[src/rtl/axis_compress_a1.sv]
// axis_compress_a1: merges runs of STEP-spaced addresses into {start, length-1} records
// Inverse framing of axis_uncompress_A1; records appear one cycle after the closing beat.
module axis_compress_a1 #(
    parameter int ASIZE   = 16,
    parameter int LSIZE   = 16,
    parameter int STEP    = 1,
    parameter int TIMEOUT = 0
) (
    input  logic                   aclk,
    input  logic                   aresetn,
    input  logic [ASIZE-1:0]       s_axis_tdata,
    input  logic                   s_axis_tvalid,
    input  logic                   s_axis_tlast,
    output logic                   s_axis_tready,
    output logic [ASIZE+LSIZE-1:0] m_axis_tdata,
    output logic                   m_axis_tvalid,
    output logic                   m_axis_tlast,
    input  logic                   m_axis_tready
);
    localparam logic [0:0] IDLE = 1'b0, RUN = 1'b1;
    localparam int TW = TIMEOUT > 0 ? $clog2(TIMEOUT + 1) : 1;

    logic [0:0]             state;
    logic [ASIZE-1:0]       start, last;
    logic [LSIZE-1:0]       cnt;
    logic [TW-1:0]          timer;
    logic [ASIZE:0]         next_addr;
    logic                   out_free, contig, hold, accept, flush, expire, ld, ld_last;
    logic [ASIZE+LSIZE-1:0] ld_data;

    // carry-out of next_addr forbids merging across the address wrap
    assign next_addr = {1'b0, last} + (ASIZE+1)'(STEP);
    assign contig    = ~next_addr[ASIZE] && next_addr[ASIZE-1:0] == s_axis_tdata && ~&cnt;
    // a breaking tlast beat needs two records: flush the run first, take the beat next slot
    assign hold      = state == RUN && s_axis_tvalid && s_axis_tlast && ~contig;
    assign out_free  = ~m_axis_tvalid | m_axis_tready;
    assign s_axis_tready = out_free & ~hold;
    assign accept    = s_axis_tvalid & s_axis_tready;
    assign flush     = out_free & hold;
    assign expire    = (TIMEOUT > 0) && state == RUN && ~s_axis_tvalid && timer == TW'(TIMEOUT) && out_free;

    always_comb begin
        ld      = 1'b0;
        ld_data = {start, cnt};
        ld_last = 1'b0;
        if (accept && state == IDLE) begin
            ld      = s_axis_tlast;
            ld_data = {s_axis_tdata, {LSIZE{1'b0}}};
            ld_last = 1'b1;
        end else if (accept && contig) begin
            ld      = s_axis_tlast;
            ld_data = {start, cnt + 1'b1};
            ld_last = 1'b1;
        end else if (accept || flush || expire) begin
            ld      = 1'b1;
        end
    end

    always_ff @(posedge aclk or negedge aresetn) begin
        if (!aresetn) begin
            state <= IDLE;
            start <= '0;
            last  <= '0;
            cnt   <= '0;
            timer <= '0;
        end else begin
            timer <= (state == IDLE || s_axis_tvalid) ? '0 :
                     (timer == TW'(TIMEOUT) ? timer : timer + 1'b1);
            if (accept && contig && state == RUN) begin
                last <= s_axis_tdata;
                cnt  <= cnt + 1'b1;
                if (s_axis_tlast) state <= IDLE;
            end else if (accept && !s_axis_tlast) begin
                start <= s_axis_tdata;
                last  <= s_axis_tdata;
                cnt   <= '0;
                state <= RUN;
            end else if (flush || expire) begin
                state <= IDLE;
            end
        end
    end

    always_ff @(posedge aclk or negedge aresetn) begin
        if (!aresetn) begin
            m_axis_tvalid <= 1'b0;
            m_axis_tdata  <= '0;
            m_axis_tlast  <= 1'b0;
        end else if (ld) begin
            m_axis_tvalid <= 1'b1;
            m_axis_tdata  <= ld_data;
            m_axis_tlast  <= ld_last;
        end else if (m_axis_tready) begin
            m_axis_tvalid <= 1'b0;
        end
    end
endmodule

[config.mk]
export PLATFORM = sky130hd
export DESIGN_NAME = axis_compress_a1
export DESIGN_NICKNAME = d
export VERILOG_FILES = /design/src/rtl/axis_compress_a1.sv
export SDC_FILE = /design/constraint.sdc
export NUM_CORES = 1
export LEC_CHECK = 0
export CELL_PAD_IN_SITES_DETAIL_PLACEMENT = 1
export CELL_PAD_IN_SITES_GLOBAL_PLACEMENT = 2
export CORE_MARGIN = 4
export CORE_UTILIZATION = 39
export CTS_BUF_LIST = sky130_fd_sc_hd__clkbuf_4 sky130_fd_sc_hd__clkbuf_8
export DETAILED_ROUTE_END_ITERATION = 12
export HOLD_SLACK_MARGIN = 0.15
export PLACE_DENSITY = 0.87
export SLEW_MARGIN = 30
export SYNTH_ARGS = -nofsm -noshare
export SYNTH_HDL_FRONTEND = slang
export SYNTH_SLANG_ARGS = --single-unit
export TNS_END_PERCENT = 100
[constraint.sdc]
create_clock -name aclk -period 10.9 [get_ports aclk]
set_input_delay 3.27 -clock aclk [delete_from_list [all_inputs] [get_ports aclk]]
set_output_delay 3.27 -clock aclk [all_outputs]
set_load 0.02 [all_outputs]
## Yosys cells after proc, flatten, opt, wreduce, memory -nomap -nowiden

Index checks and enable logic that the tools add are counted.

| word-level totals | value |
|---|---|
| input bits | 21 |
| output and inout port bits | 35 |
| word-level logic and storage cells | 56 |
| register bits | 83 |

| cells by class | value |
|---|---|
| eq/ne operators | 2 |
| add/sub/neg operators | 2 |
| muxes and demuxes | 17 |
| bitwise logic cells | 10 |
| reductions and logical operators | 18 |

Operator list:

| operator | count |
|---|---|
| $mux 16 | 5 |
| $mux 32 | 1 |
| $add 16x1->17 const B | 1 |
| $add 16x1->16 const B | 1 |
| $eq 16x16->1 | 1 |
| $reduce_and 16->1 | 1 |
| $mux 1 | 11 |
| $logic_and 1x1->1 | 9 |
| $not 1->1 | 6 |
| $reduce_and 2->1 | 2 |
| $reduce_bool 2->1 | 2 |
| $and 1x1->1 | 3 |
| $reduce_bool 3->1 | 1 |
| $logic_not 1->1 | 2 |
| $ne 2x2->1 const B | 1 |
| $logic_or 1x1->1 | 1 |
| $or 1x1->1 | 1 |

## Depth between registers and ports, before layout

| depth | value |
|---|---|
| word-level depth | 14 |
| depth in mapped cells | 12 |
| mapped depth without buffers | 9 |

## Least setup slack after synthesis

No wires, ideal clock.

| timing | value |
|---|---|
| path type | input -> output |
| from | input port s_axis_tdata[2] |
| to | output port s_axis_tready |
| path slack | 2.514 ns |
| data required time | 7.630 ns |
| stages | 8 |
| arrival | 5.116 ns |
| path buffers | 1 |
| path through | xor2_1 xnor2_1 o2111ai_1 a211oi_1 nand4_4 or2_1 clkbuf_1 a41oi_1 |

| on the way | value |
|---|---|
| longest elaborated chain between the ends | 7 |

RTL lines:

| what | line | text |
|---|---|---|
| from (decl) | 11 | `input logic [ASIZE-1:0] s_axis_tdata,` |
| $eq 16x16->1 | 33 | `assign contig = ~next_addr[ASIZE] && next_addr[ASIZE-1:0] == s_axis_tdata && ~&cnt;` |
| $logic_and 1x1->1 (2 in series) | 33 |  |
| $not 1->1 | 35 | `assign hold = state == RUN && s_axis_tvalid && s_axis_tlast && ~contig;` |
| $logic_and 1x1->1 | 35 |  |
| $not 1->1 | 37 | `assign s_axis_tready = out_free & ~hold;` |
| $and 1x1->1 | 37 |  |
| to (decl) | 14 | `output logic s_axis_tready,` |

Every way passes these cells.

## Worst setup path in the final report

Same ends and word-level chain as after synthesis.

==> results <==
layer usage:
layer  vias to the layer above  GRT usage [%]  share of wire, %
met5                         -              0                 0
met4                         0          5.369              0.91
met3                        11          2.834               2.9
met2                        45          31.75                52
met1                      1704          22.71                45
li1                       1617              -                 -
registers in the layout, summed over array words and instances (netlist names):
| signal | cells |
|---|---|
| last | 16 |
| m_axis_tdata | 32 |
| m_axis_tlast | 1 |
| cnt | 16 |
| start | 16 |
| state | 1 |
| m_axis_tvalid | 1 |
worst max-delay path by stage:
stage / from / end / cells past startpoint
after detailed placement: s_axis_tdata[2] / s_axis_tready / 9
after global routing: s_axis_tdata[2] / s_axis_tready / 9
after floorplan: s_axis_tdata[2] / s_axis_tready / 8
after global placement: s_axis_tdata[2] / s_axis_tready / 9
after CTS: s_axis_tdata[2] / s_axis_tready / 9
final: s_axis_tdata[2] / s_axis_tready / 9
power breakdown:
group          switching [mW]  total [mW]  internal, mW  leakage (nW)
Clock                   0.112       0.249         0.137         0.107
Sequential             0.0331       0.384         0.351          1.06
Combinational           0.106       0.200        0.0938          1.07
worst max-delay path, delay by kind of cell:
family,cells,cell delay (ns)
AND/OR/NAND/NOR,2,0.63
XOR/XNOR,2,0.32
buffers and inverters,2,1.17
AO/OA/AOI/OAI,3,0.87
kinds of logic (layout without fill, tap and decap cells):
logic type / count (synthesis) / after routing
adders and majority gates: 2 / 2
buffers and inverters: 31 / 85
muxes: 51 / 51
xor gates and xnor gates: 21 / 21
DFF: 83 / 83
and+or+nand+nor: 160 / 160
AOI/OAI and AO/OA: 80 / 80
placed cells by master, fill, tap and decap left out, types with 9 or more instances in the layout:
cell | synthesis | routed
a221o_1 | 10 | 10
clkbuf_8 | 0 | 9
clkdlybuf4s50_1 | 0 | 54
dfrtp_1 | 83 | 83
inv_1 | 10 | 10
mux2_1 | 9 | 9
mux2_2 | 24 | 24
mux2i_1 | 18 | 18
nand2_1 | 55 | 54
nand3_1 | 25 | 25
nor2_1 | 23 | 23
o21ai_0 | 37 | 37
xnor2_1 | 12 | 12
xor2_1 | 9 | 9
cell type report:
type	instances	area (sq um)	area share [%]
Inverter	10	37.54	0.7186
Tap cell	140	175.2	3.353
Clock buffer	12	146.4	2.802
Sequential cell	83	2077	39.76
Timing Repair Buffer	59	578.1	11.07
Multi-Input combinational cell	314	2135	40.86
Clock inverter	4	75.07	1.437
through the flow:
stage,utilization (%),power [mW]
2_1_floorplan,-,0.5061
3_3_place_gp,46.03,0.5834
3_5_place_dp,46.15,0.5945
4_1_cts,48.19,0.8471
5_1_grt,48.19,0.8848
6_report,48.19,0.8338
==> summary.txt <==
Run status
  • Status: finished, final reports clean

Worst setup path
  • Crit end category: output port
  • CP Class: in2out
  • CP most frequent cell: clkdlybuf4s50_1
  • Arr. time, crit path: 6.28 ns
  • Cells on worst reg2reg path: 9
  • R2r endpoint: start[10]
  • Crit-path slowest cell: clkdlybuf4s50_1
  • Worst-path fanout max: 8
  • Worst reg-to-reg setup slack: 7.27 ns
  • Crit start category: input pin
  • CP required: 7.63 ns
  • Slowest Stage Delay on Critical Path: 0.64 ns
  • Crit-path cells: clkdlybuf4s50_1 -> xor2_1 -> xnor2_1 -> o2111ai_1 -> a211oi_1 -> nand4_4 -> or2_1 -> a41oi_1 -> clkdlybuf4s50_1
  • RR Startpoint: cnt[0]

Die
  • Die area: 12830 sq um
  • Placeable Area: 10840 sq um
  • Row count: 38
  • Die Wd: 113.3 um
  • DIE HEIGHT: 113.3 um
  • Initial Utilization: 39.85%
  • # IOs: 56

Placed design
  • Pre-CTS setup slack: 1.317 ns
  • Placed Area: 5002 sq um
  • I/O Buffers: 55
  • HPWL Detailed: 7.611 mm
  • Cells after DPL: 606
  • Routability Congestion: 0.7741

Finish
  • Fillers: 1214
  • Final non-filler cell total: 622
  • Share of cells above drive strength 1: 12.45%
  • Ant. Diodes: 0
  • Post-route cell area: 5224 sq um
  • Area grow syn2layout: 20.91%
  • Net count reported at finish: 500

Power
  • Pwr dens: 159.6 nW/um^2
  • P_leak: 2.237 nW
  • Worst VDD drop: 0.07996 mV

Timing
  • Min cycle time layout: 9.547 ns
  • Slew headroom: 37.81%
  • Final Max Slew Viols: 0
  • Final hold slack: 0.4816 ns
  • Worst slew pin tran: 0.9319 ns
  • Fmax achieved: 104.7 MHz
  • Skew final: 0.008549 ns
  • Fin crit share: 87.58%
  • Final setup violation count: 0
  • Total Neg Setup Slack: 0 ns
  • Final worst slack: 1.353 ns
  • Unrepaired setup endpoints after global routing: false
  • Hold Fails Final Rpt: 0

Yosys
  • Mapped cell area: 4320 sq um
  • Seq/Total Area, Yosys: 48.07%
  • Multiplexer share of the synthesized area: 12.77%
  • Biggest area consumer among synthesized cells: dfrtp_1
  • Adder-cell share of the synthesized area: 0.5792%
  • Post-Synth Simple-Gate Area: 18.80%
  • Synth Area in Compound Gates: 12.51%
  • Seq cells post-synth: 83
  • Warnings from Yosys: 0
  • Most frequent cells after synthesis: 83 x dfrtp_1, 55 x nand2_1, 37 x o21ai_0
  • Synth top area share: 48.07%
  • Prevailing post-synth register cell: dfrtp_1
  • Post-synth ARST share: 100.0%
  • Xor/xnor share of the synthesized area: 4.257%
  • Number of synthesized flops with an enable pin: 0
  • Avg Inst Size Synth: 10.09 sq um
  • Post-synth cell types: 56
  • Post-Syn Nets: 451
  • Main combinational cell family by area after synthesis: simple AND/OR/NAND/NOR gates
  • Top cells by area, synth: dfrtp_1 48%, mux2_2 6.3%, nand2_1 4.8%, o21ai_0 4.3%, mux2i_1 4.2%
  • Post-Synthesis Cells: 428
  • Count leader, synth: dfrtp_1

Drt
  • Initial DRC count: 150
  • DR WL/cell: 17.46 um
  • Drt pass-1 iters: 4
  • DRC viols: 0
  • Vias post-DR: 3377
  • Vias per inst: 5.429
  • Routed Antenna Nets: 0
  • Total Wirelength: 10.86 mm

Clocking
  • Post-CTS sizing: 0
  • Root buf cell: clkbuf_8
  • CTS Buf Count: 9
  • Bufs on Longest Clock Path: 2
  • Clock latency on the worst-skew pair: 0.36 ns
  • Post-CTS setup buffer count: 0
  • CTS tree: built
  • Clock transition at the registers of the reported paths: 0.08 ns
  • Hold Buf Count CTS: 0
  • Clk sinks: 83
  • H-tree Lvls: 3

Worst hold path
  • Hold Path Class: reg2reg
  • WHS Path Cells: 2
  • Worst min-delay path endpoint: m_axis_tdata[31]
  • Hold Crit Start: m_axis_tdata[31]

GRT
  • Overflow after GRT: 0
  • First-pass GRT wire length: 18.59 mm
  • Pin count of the biggest net entering global routing: 58
  • Total GRT Usage: 17.99%
  • Number of antenna violations at the first check in global routing: 0
  • Vias in the first global route: 3669

Run
  • Max cap viols: 0
Note: power is estimated with default switching activity, not from simulation.
